--- config.mk ---
export PLATFORM = sky130hd
export DESIGN_NAME = music_sequencer_flat
export DESIGN_NICKNAME = d
export VERILOG_FILES = /design/src/rtl/music_pkg.sv /design/src/rtl/music_sequencer_if.sv /design/src/rtl/music_sequencer_beat_tick_gen.sv /design/src/rtl/music_sequencer.sv /design/src/flat_wrapper.sv
export SDC_FILE = /design/constraint.sdc
export NUM_CORES = 1
export LEC_CHECK = 0
export ABC_CLOCK_PERIOD_IN_PS = 2400
export BUFFER_PORTS_ARGS = -buffer_cell sky130_fd_sc_hd__buf_2
export CORE_MARGIN = 2
export CORE_UTILIZATION = 30
export CTS_CLUSTER_SIZE = 16
export DETAILED_ROUTE_END_ITERATION = 12
export PLACE_DENSITY = 0.6
export SKIP_CTS_REPAIR_TIMING = 1
export SYNTH_ARGS = -nofsm -noshare
export SYNTH_HDL_FRONTEND = slang
export SYNTH_SLANG_ARGS = --single-unit
export TNS_END_PERCENT = 20
--- constraint.sdc ---
create_clock -name clk -period 2.4 [get_ports clk]
set_input_delay 0 -clock clk [delete_from_list [all_inputs] [get_ports clk]]
set_output_delay 0 -clock clk [all_outputs]
set_load 0.01 [all_outputs]
--- src/rtl/music_pkg.sv ---
// Shared constants and types for the music sequencer: tone width, the silence
// tone, and the song-level state encoding.
package music_pkg;

  localparam int TONE_W = 32;

  // A tone above the audible range, which the note generator treats as silence.
  localparam logic [TONE_W-1:0] NM0 = 32'd20000;

  typedef enum logic [1:0] {
    IDLE  = 2'd0,
    PLAY  = 2'd1,
    PAUSE = 2'd2
  } song_state_t;

endpackage

--- src/rtl/music_sequencer_if.sv ---
// Bundle between game control / tone ROMs (master side) and the sequencer (slave side).
interface music_sequencer_if #(
  parameter int BEAT_W = 9
);
  // start, stop and sfx_req are single-cycle pulses sampled on every clock edge;
  // no ready handshake, so the sequencer acts on them in the cycle they are seen.
  logic                      start;
  logic                      stop;
  logic                      pause;
  logic                      loop_en;
  logic                      sfx_req;
  logic [1:0]                sfx_id;
  logic [music_pkg::TONE_W-1:0] bgm_tone;
  logic [music_pkg::TONE_W-1:0] sfx_tone;

  logic [BEAT_W-1:0]         beat_num;
  logic [1:0]                sfx_sel;
  logic [3:0]                sfx_beat;
  logic [music_pkg::TONE_W-1:0] tone_out;
  logic                      playing;
  logic                      song_done;
  music_pkg::song_state_t    state;

  modport master (
    output start, stop, pause, loop_en, sfx_req, sfx_id, bgm_tone, sfx_tone,
    input  beat_num, sfx_sel, sfx_beat, tone_out, playing, song_done, state
  );

  modport slave (
    input  start, stop, pause, loop_en, sfx_req, sfx_id, bgm_tone, sfx_tone,
    output beat_num, sfx_sel, sfx_beat, tone_out, playing, song_done, state
  );

endinterface

--- src/rtl/music_sequencer_beat_tick_gen.sv ---
// Quarter-beat divider: counts 0..DIV-1 while running and flags the last count.
// When not running it either holds its count or returns to zero.
module beat_tick_gen #(
  parameter int DIV = 4
) (
  input  logic clk,
  input  logic rst_n,
  input  logic run_i,
  input  logic clear_i,
  input  logic hold_i,
  output logic tick_o
);

  localparam int CW = $clog2(DIV);
  localparam logic [CW-1:0] LAST = CW'(DIV - 1);

  logic [CW-1:0] cnt_q, cnt_d;

  always_comb begin
    cnt_d = '0;
    if (clear_i) begin
      cnt_d = '0;
    end else if (run_i) begin
      cnt_d = (cnt_q == LAST) ? '0 : cnt_q + CW'(1);
    end else if (hold_i) begin
      cnt_d = cnt_q;
    end
  end

  always_ff @(posedge clk or negedge rst_n) begin
    if (!rst_n) begin
      cnt_q <= '0;
    end else begin
      cnt_q <= cnt_d;
    end
  end

  assign tick_o = run_i & (cnt_q == LAST);

endmodule

--- src/rtl/music_sequencer.sv ---
// Background-music beat sequencer with a priority sound-effect overlay, producing
// one registered tone for the square-wave generator.
module music_sequencer
  import music_pkg::*;
#(
  parameter int CLK_HZ        = 100_000_000,
  parameter int BEATS_PER_SEC = 8,
  parameter int BEAT_W        = 9,
  parameter int SONG_LEN      = 350,
  parameter int SFX_LEN       = 8
) (
  input logic            clk,
  input logic            rst_n,
  music_sequencer_if.slave bus
);

  localparam int DIV = CLK_HZ / BEATS_PER_SEC;
  localparam logic [BEAT_W-1:0] LAST_BEAT = BEAT_W'(SONG_LEN - 1);
  localparam logic [3:0]        LAST_SFX  = 4'(SFX_LEN - 1);

  song_state_t       state_q;
  logic [BEAT_W-1:0] beat_q;
  logic              done_q;
  logic              sfx_act_q;
  logic [1:0]        sfx_sel_q;
  logic [3:0]        sfx_beat_q;
  logic [TONE_W-1:0] tone_q, tone_d;

  logic tick;
  logic div_run, div_clear, div_hold;

  // The divider is shared by song and SFX; a new SFX or a (re)start realigns it.
  assign div_run   = (state_q == PLAY) | sfx_act_q;
  assign div_clear = bus.sfx_req | (bus.start & ~bus.stop);
  assign div_hold  = (state_q == PAUSE);

  beat_tick_gen #(.DIV(DIV)) u_tick (
    .clk     (clk),
    .rst_n   (rst_n),
    .run_i   (div_run),
    .clear_i (div_clear),
    .hold_i  (div_hold),
    .tick_o  (tick)
  );

  always_ff @(posedge clk or negedge rst_n) begin
    if (!rst_n) begin
      state_q <= IDLE;
      beat_q  <= '0;
      done_q  <= 1'b0;
    end else begin
      done_q <= 1'b0;
      if (bus.stop) begin
        state_q <= IDLE;
        beat_q  <= '0;
      end else if (bus.start) begin
        state_q <= PLAY;
        beat_q  <= '0;
      end else begin
        case (state_q)
          PLAY: begin
            if (tick && beat_q == LAST_BEAT) begin
              beat_q <= '0;
              if (!bus.loop_en) begin
                state_q <= IDLE;
                done_q  <= 1'b1;
              end else if (bus.pause) begin
                state_q <= PAUSE;
              end
            end else begin
              if (tick) beat_q <= beat_q + BEAT_W'(1);
              if (bus.pause) state_q <= PAUSE;
            end
          end
          PAUSE: begin
            if (!bus.pause) state_q <= PLAY;
          end
          default: state_q <= IDLE;
        endcase
      end
    end
  end

  // SFX keeps running across song stop; only reset cancels it.
  always_ff @(posedge clk or negedge rst_n) begin
    if (!rst_n) begin
      sfx_act_q  <= 1'b0;
      sfx_sel_q  <= '0;
      sfx_beat_q <= '0;
    end else if (bus.sfx_req) begin
      sfx_act_q  <= 1'b1;
      sfx_sel_q  <= bus.sfx_id;
      sfx_beat_q <= '0;
    end else if (sfx_act_q && tick) begin
      if (sfx_beat_q == LAST_SFX) begin
        sfx_act_q  <= 1'b0;
        sfx_beat_q <= '0;
      end else begin
        sfx_beat_q <= sfx_beat_q + 4'd1;
      end
    end
  end

  always_comb begin
    tone_d = NM0;
    if (sfx_act_q) begin
      tone_d = bus.sfx_tone;
    end else if (state_q == PLAY) begin
      tone_d = bus.bgm_tone;
    end
  end

  always_ff @(posedge clk or negedge rst_n) begin
    if (!rst_n) begin
      tone_q <= NM0;
    end else begin
      tone_q <= tone_d;
    end
  end

  assign bus.beat_num  = beat_q;
  assign bus.sfx_sel   = sfx_sel_q;
  assign bus.sfx_beat  = sfx_beat_q;
  assign bus.tone_out  = tone_q;
  assign bus.playing   = (state_q != IDLE);
  assign bus.song_done = done_q;
  assign bus.state     = state_q;

endmodule

--- src/flat_wrapper.sv ---
// flat-port wrapper written by rule: the top's interface ports become plain ports
module music_sequencer_flat import music_pkg::*;
#(
  parameter int CLK_HZ        = 100_000_000,
  parameter int BEATS_PER_SEC = 8,
  parameter int BEAT_W        = 9,
  parameter int SONG_LEN      = 350,
  parameter int SFX_LEN       = 8
)
  (clk, rst_n, bus_start, bus_stop, bus_pause, bus_loop_en, bus_sfx_req, bus_sfx_id, bus_bgm_tone, bus_sfx_tone, bus_beat_num, bus_sfx_sel, bus_sfx_beat, bus_tone_out, bus_playing, bus_song_done, bus_state);
  music_sequencer_if #(.BEAT_W(BEAT_W)) bus_i ();
  input logic clk;
  input logic rst_n;
  input wire logic [$bits(bus_i.start)-1:0] bus_start;
  input wire logic [$bits(bus_i.stop)-1:0] bus_stop;
  input wire logic [$bits(bus_i.pause)-1:0] bus_pause;
  input wire logic [$bits(bus_i.loop_en)-1:0] bus_loop_en;
  input wire logic [$bits(bus_i.sfx_req)-1:0] bus_sfx_req;
  input wire logic [$bits(bus_i.sfx_id)-1:0] bus_sfx_id;
  input wire logic [$bits(bus_i.bgm_tone)-1:0] bus_bgm_tone;
  input wire logic [$bits(bus_i.sfx_tone)-1:0] bus_sfx_tone;
  output wire logic [$bits(bus_i.beat_num)-1:0] bus_beat_num;
  output wire logic [$bits(bus_i.sfx_sel)-1:0] bus_sfx_sel;
  output wire logic [$bits(bus_i.sfx_beat)-1:0] bus_sfx_beat;
  output wire logic [$bits(bus_i.tone_out)-1:0] bus_tone_out;
  output wire logic [$bits(bus_i.playing)-1:0] bus_playing;
  output wire logic [$bits(bus_i.song_done)-1:0] bus_song_done;
  output wire logic [$bits(bus_i.state)-1:0] bus_state;
  assign bus_i.start = bus_start;
  assign bus_i.stop = bus_stop;
  assign bus_i.pause = bus_pause;
  assign bus_i.loop_en = bus_loop_en;
  assign bus_i.sfx_req = bus_sfx_req;
  assign bus_i.sfx_id = bus_sfx_id;
  assign bus_i.bgm_tone = bus_bgm_tone;
  assign bus_i.sfx_tone = bus_sfx_tone;
  assign bus_beat_num = bus_i.beat_num;
  assign bus_sfx_sel = bus_i.sfx_sel;
  assign bus_sfx_beat = bus_i.sfx_beat;
  assign bus_tone_out = bus_i.tone_out;
  assign bus_playing = bus_i.playing;
  assign bus_song_done = bus_i.song_done;
  assign bus_state = bus_i.state;
  music_sequencer #(.CLK_HZ(CLK_HZ), .BEATS_PER_SEC(BEATS_PER_SEC), .BEAT_W(BEAT_W), .SONG_LEN(SONG_LEN), .SFX_LEN(SFX_LEN)) u_core (.clk(clk), .rst_n(rst_n), .bus(bus_i));
endmodule
==> impl_results.md, run 1 <==
- Status: finished clean
- Via count: 3,540
- Hold Path Class: in -> reg
- Cells after Synth: 352
- Root Driver: clkbuf_16
- ANT nets after route: 0
- Max_slew headroom: 24.4%
- Top_reg_cell synth: dfrtp_1
- Async set-reset flop share out of synthesis: 100%
- Critical path's slowest cell: or4bb_1
- Die area: 13,000 um2
- P&R area growth vs syn: 51.7%
- WP data required: 2.66 ns
- Hold slack: 0.00983 ns
- Initial Util: 30.5%
- Ant. Diodes: 0
- Remaining DRCs: 0
- DR pass1 iterations: 4
- Worst setup EP type: flip-flop
- MaxCap Viol Count: 0
- Wire per inst: 15.6 um
- CP Data Arrival Time: 2.53 ns
- Fin util: 46.2%
- Total Wirelength: 11,000 um
- Count of final setup violators: 0
- Area of placed instances: 4480 um2
- First-pass GRT wire length: 15,100 um
- Post-synthesis sequential area ratio: 51.9%
- Fin. max-slew vios: 0
- CP max stage delay: 0.59 ns
- Hold Crit Start: bus_start
- FF+latch count, synth: 75
- Net Sw Frac: 22.4%
- Antenna violations before repair: 0
- # IOs: 124
- IO Port Bufs: 123
- Crit path cell chain: or4bb_1, nor3_4, nand3_2, or4b_1, a21oi_1
- Final Cycle Share: 94.9%
- Synthesis warning total: 0
- Gr usage total: 14.6%
- Worst-skew pair later-pin latency: 0.33 ns
- Post-synth EDFFs: 0
- Maximum fanout along the worst path: 18
- Final Cell Area: 5510 um2
- DP HPWL: 6840 um
- Origin of the worst setup path: u_core.u_tick.cnt_q[6]
- Area of the mapped netlist: 3630 um2
- Average cell area after synthesis: 10.3 um2
- H-Tree Depth: 3
- Top-count cell post-synth: dfrtp_1
- Gate power share: 10.7%
- Max Freq: 0.439 GHz
- Largest net degree at the start of global routing: 76
- Core area: 11,900 um2
- Top cell type's share of synthesized area: 48.3%
- Least-Margin Pin Slew: 1.13 ns
- Pwr Density: 550 nW/um2
- Commonest cells post-synth: dfrtp_1 (70), a22o_1 (33), nor2_1 (32), a21oi_1 (18), nand3_1 (18)
- FF-to-FF Start: u_core.u_tick.cnt_q[6]
- Leakage: 2.56 nW
- Critical path class: reg -> reg
- # rows: 40
- Psw: 0.680 mW
- Syn_nets: 432
- Clock Path Buffers: 2
- Share of layout cells above drive strength 1: 31.7%
- Grt total ovfl: 0
- Clock power share: 45.8%
- Int Pwr: 2.35 mW
- RePlAce Congestion: 0.842
- Crit start category: flip-flop
- Setup tns final: 0 ns
- Final critical path time including I/O delays and setup: 2.28 ns
- Layout Nets: 631
- Peak VDD IR: 0.392 mV
- Distinct cell type count after synthesis: 49
- Top cell type by total area after synthesis: dfrtp_1
- Synth area leaders: dfrtp_1 (48%), a22o_1 (8.0%), dfstp_2 (3.6%)
- Number of vias per cell: 5.04
- CTS Buf Count: 9
- Final Hold Fails: 0
- Clk_skew: 0.00501 ns
- Register clock-pin slew on the reported worst setup and hold paths: 0.06 ns
- CTS Sinks: 75
- Die Ht: 114 um
- Seq pwr share: 43.4%
- Number of global-route vias before repair: 3,195
- CTS tree: built
- Iter 0 DRT Violations: 186
- Die W: 114 um
- RSZ-0062 raised after global routing: yes
-- routing by layer --
layer | wire [um] | up-vias | track usage [%]
met4 | 213 | 0 | 5.53
met3 | 902 | 22 | 4.41
met5 | 0 | - | 0
met2 | 5350 | 158 | 24.9
met1 | 4510 | 1669 | 17.2
li1 | - | 1691 | -
-- worst max-delay path: cells and delay by family, from the launching register on --
kind               cells  cell delay [ns]
AOI/OAI and AO/OA      1             0.15
DFF                    1             0.42
and+or+nand+nor        4             1.63
-- registers in the layout, summed over array words and instances (netlist names) --
name and count:
u_core.bus.tone_out 32, u_core.bus.sfx_beat 4, u_core.bus.state 2, u_core.u_tick.cnt_q 24
u_core.sfx_act_q 1, u_core.bus.beat_num 9, u_core.bus.song_done 1, u_core.bus.sfx_sel 2
-- logic make-up (layout without fill, tap and decap cells) --
| family | count (synthesis) | in the layout | synth area share (%) |
|---|---|---|---|
| fa+ha+maj | 7 | 7 | 2.41 |
| simple gates | 133 | 133 | 20.8 |
| compound gates | 83 | 83 | 16.3 |
| mux | 7 | 7 | 2.03 |
| flops | 75 | 75 | 51.9 |
| buf+inv | 35 | 239 | 3.69 |
| xor+xnor | 12 | 12 | 2.90 |
-- cell usage in the layout (no fill, tap or decap), drive strengths merged, types with 3 or more instances in the layout --
master and count:
buf 139, dlygate4sd3 71, dfrtp 70, a22o 33, nor2 32, nand3 20
a21oi 18, nand2 17, inv 13, and3 13, o21ai 12, clkbuf 11
nand4 9, xor2 8, ha 7, or3 6, a31o 5, a31oi 5
dfstp 5, nand2b 4, nor4 4, mux2i 4, xnor2 4, nor3 4
or3b 4, and4 3, o211ai 3, mux2 3, clkinvlp 3
-- layout make-up --
cell class	count	area, um2
flip-flops and latches	75	1880
multi-input cells	242	1610
inverters	13	48.8
fillers	1086	6410
clock buffers	11	253
well taps	147	184
repair buffers	210	1460
clock inverters	5	61.3
-- power groups by stage --
| stage | clock network [mW] | registers [mW] | logic (mW) |
|---|---|---|---|
| after floorplan | 0 | 1.35 | 0.0712 |
| after global placement | 0 | 1.34 | 0.225 |
| after detailed placement | 0 | 1.34 | 0.229 |
| after CTS | 1.42 | 1.32 | 0.229 |
| after global routing | 1.47 | 1.32 | 0.352 |
| final | 1.39 | 1.32 | 0.325 |
-- worst paths after layout --
path                                           end  slack [ns]  cells past startpoint
max                         u_core.bus.beat_num[5]        0.12                      5
min in group asynchronous   u_core.u_tick.cnt_q[1]        0.35                      2
max in group asynchronous  u_core.bus.tone_out[30]        1.41                      2
max reg2reg                 u_core.bus.beat_num[5]        0.12                      5
min reg2reg                u_core.u_tick.cnt_q[23]        0.46                      1
min                            u_core.bus.state[1]        0.01                      4
-- metrics by stage --
step / power [mW] / instances / worst slack [ns]
final: 3.03 / 703 / 0.123
after global routing: 3.14 / 703 / -0.00324
after CTS: 2.97 / 632 / 0.0992
after detailed placement: 1.57 / 616 / 0.136
after global placement: 1.56 / 616 / 0.163
after floorplan: 1.43 / 352 / 0.309
No activity file was read; power rests on OpenSTA's default activity.
==> run 2, diff against run 1 <==
--- a/config.mk
+++ b/config.mk
@@ -8,10 +8,10 @@
 export ABC_CLOCK_PERIOD_IN_PS = 2400
 export BUFFER_PORTS_ARGS = -buffer_cell sky130_fd_sc_hd__buf_2
 export CORE_MARGIN = 2
-export CORE_UTILIZATION = 30
+export CORE_UTILIZATION = 50
 export CTS_CLUSTER_SIZE = 16
 export DETAILED_ROUTE_END_ITERATION = 12
-export PLACE_DENSITY = 0.6
+export PLACE_DENSITY = 0.88
 export SKIP_CTS_REPAIR_TIMING = 1
 export SYNTH_ARGS = -nofsm -noshare
 export SYNTH_HDL_FRONTEND = slang
==> run 2 against run 1 <==
The flow now finishes with violations (setup timing). Utilization increased by 28 points. Via count increased by 19%. Count of clock-buffer cells in the layout decreased by 2. Final cell count decreased by 7.0%. Global-route usage increased by 8.8 points. Highest routed layer unchanged. Die area decreased by 39%. Critical path depth unchanged. Clock skew increased by 0.015 ns. Non-clock buffer count decreased by 1. Fmax decreased by 9.0%.
==> impl_results.md, run 2 (synthesized netlist as in run 1, its figures left out) <==
- Status: complete, but fails checks
- Failing checks: setup timing
- Gr usage total: 23.4%
- Ant. Diodes: 0
- P&R area growth vs syn: 46.2%
- WP data required: 2.68 ns
- Fin. max-slew vios: 0
- Critical path class: reg -> reg
- DR pass1 iterations: 6
- Worst setup EP type: flip-flop
- Clk_skew: 0.0199 ns
- Remaining DRCs: 0
- Number of global-route vias before repair: 3,026
- Grt total ovfl: 0
- # rows: 31
- Register clock-pin slew on the reported worst setup and hold paths: 0.09 ns
- H-Tree Depth: 3
- Reg2reg path depth: 5
- Maximum fanout along the worst path: 18
- Final critical path time including I/O delays and setup: 2.50 ns
- DP HPWL: 6710 um
- IO Port Bufs: 123
- Max_slew headroom: 27.3%
- Layout Nets: 630
- Final Cycle Share: 104%
- Die area: 7950 um2
- CTS Sinks: 75
- Total Wirelength: 14,800 um
- Die Ht: 89.2 um
- Clock Path Buffers: 2
- Count of final setup violators: 7
- Wire per inst: 22.7 um
- CTS tree: built
- Total chip power: 2.65 mW
- Worst-skew pair later-pin latency: 0.38 ns
- First-pass GRT wire length: 14,300 um
- Commonest non-fill, non-tap cell in the layout: buf_2
- Via count: 4,204
- Hold Path Class: in -> reg
- Number of vias per cell: 6.43
- Max Freq: 0.400 GHz
- Final Hold Fails: 0
- Die W: 89.2 um
- Least-Margin Pin Slew: 1.09 ns
- Crit start category: flip-flop
- Core area: 7140 um2
- MaxCap Viol Count: 0
- CP Data Arrival Time: 2.78 ns
- Worst setup margin: -0.101 ns
- # IOs: 124
- ANT nets after route: 0
- Post-Layout Cell Count: 654
- CTS Buf Count: 9
- Share of layout cells above drive strength 1: 31.9%
- Antenna violations before repair: 0
- Largest net degree at the start of global routing: 38
- Most frequent cells in the layout: buf_2 (123), dlygate4sd3_1 (71), dfrtp_1 (70), a22o_1 (33), nor2_1 (32)
- Cells on Worst Hold Path: 3
- Leakage: 2.50 nW
- Iter 0 DRT Violations: 752
- Root Driver: clkbuf_8
- Pwr Density: 500 nW/um2
- Max FFs per register: 32
- RePlAce Congestion: 0.895
- Peak VDD IR: 0.374 mV
- Placed instance count: 567
- Initial Util: 50.8%
==> run 2: worst paths after layout <==
check | from | endpoint | slack [ns]
worst max register to register | u_core.u_tick.cnt_q[8] | u_core.bus.beat_num[5] | -0.10
min in group asynchronous | rst_n | u_core.bus.beat_num[4] | 0.21
worst max-delay path | u_core.u_tick.cnt_q[8] | u_core.bus.beat_num[5] | -0.10
max in group asynchronous | rst_n | u_core.bus.tone_out[11] | 1.35
worst min-delay path | bus_start | u_core.bus.state[0] | 0.005
worst min register to register | u_core.u_tick.cnt_q[23] | u_core.u_tick.cnt_q[23] | 0.47
==> run 2: worst max-delay path: stages, from the launching register on <==
cell and delay [ns]:
dfrtp_1 0.46, or4b_4 0.60, nor3_4 0.37, nand3_4 0.24, or4b_1 0.54, a21oi_1 0.20
==> run 2: per-stage QoR <==
step	util, %	cell area (um2)	TNS (ns)	setup slack, ns	hold slack (ns)
CTS	64.2	4580	-0.00259	-0.00259	-0.304
detailed placement	61.6	4400	0	0.0727	0.0805
global placement	61.6	4400	0	0.124	0.0750
finish	74.3	5300	-0.254	-0.101	0.00480
floorplan	-	3630	0	0.309	-0.296
global route	74.3	5300	-0.729	-0.134	0.0354
==> run 2: power by group <==
group | internal [mW] | leakage (nW) | switching (mW)
Combinational | 0.187 | 1.45 | 0.161
Sequential | 1.30 | 0.956 | 0.0191
Clock | 0.394 | 0.0925 | 0.589
==> run 2: area by class of cell <==
class                   instances  area, um2
clock buffers                   9        124
clock inverters                 7       58.8
fillers                       394       1830
inverters                      13       48.8
multi-input cells             242       1630
flip-flops and latches         75       1880
well taps                      99        124
repair buffers                209       1440
==> run 2: per-layer routing <==
metal	global-route usage [%]	vias up	share of wire (%)
met5	0	-	0
met1	30.1	1965	35
met2	37.8	456	47
met4	9.77	0	5.7
li1	-	1681	-
met3	5.91	102	13
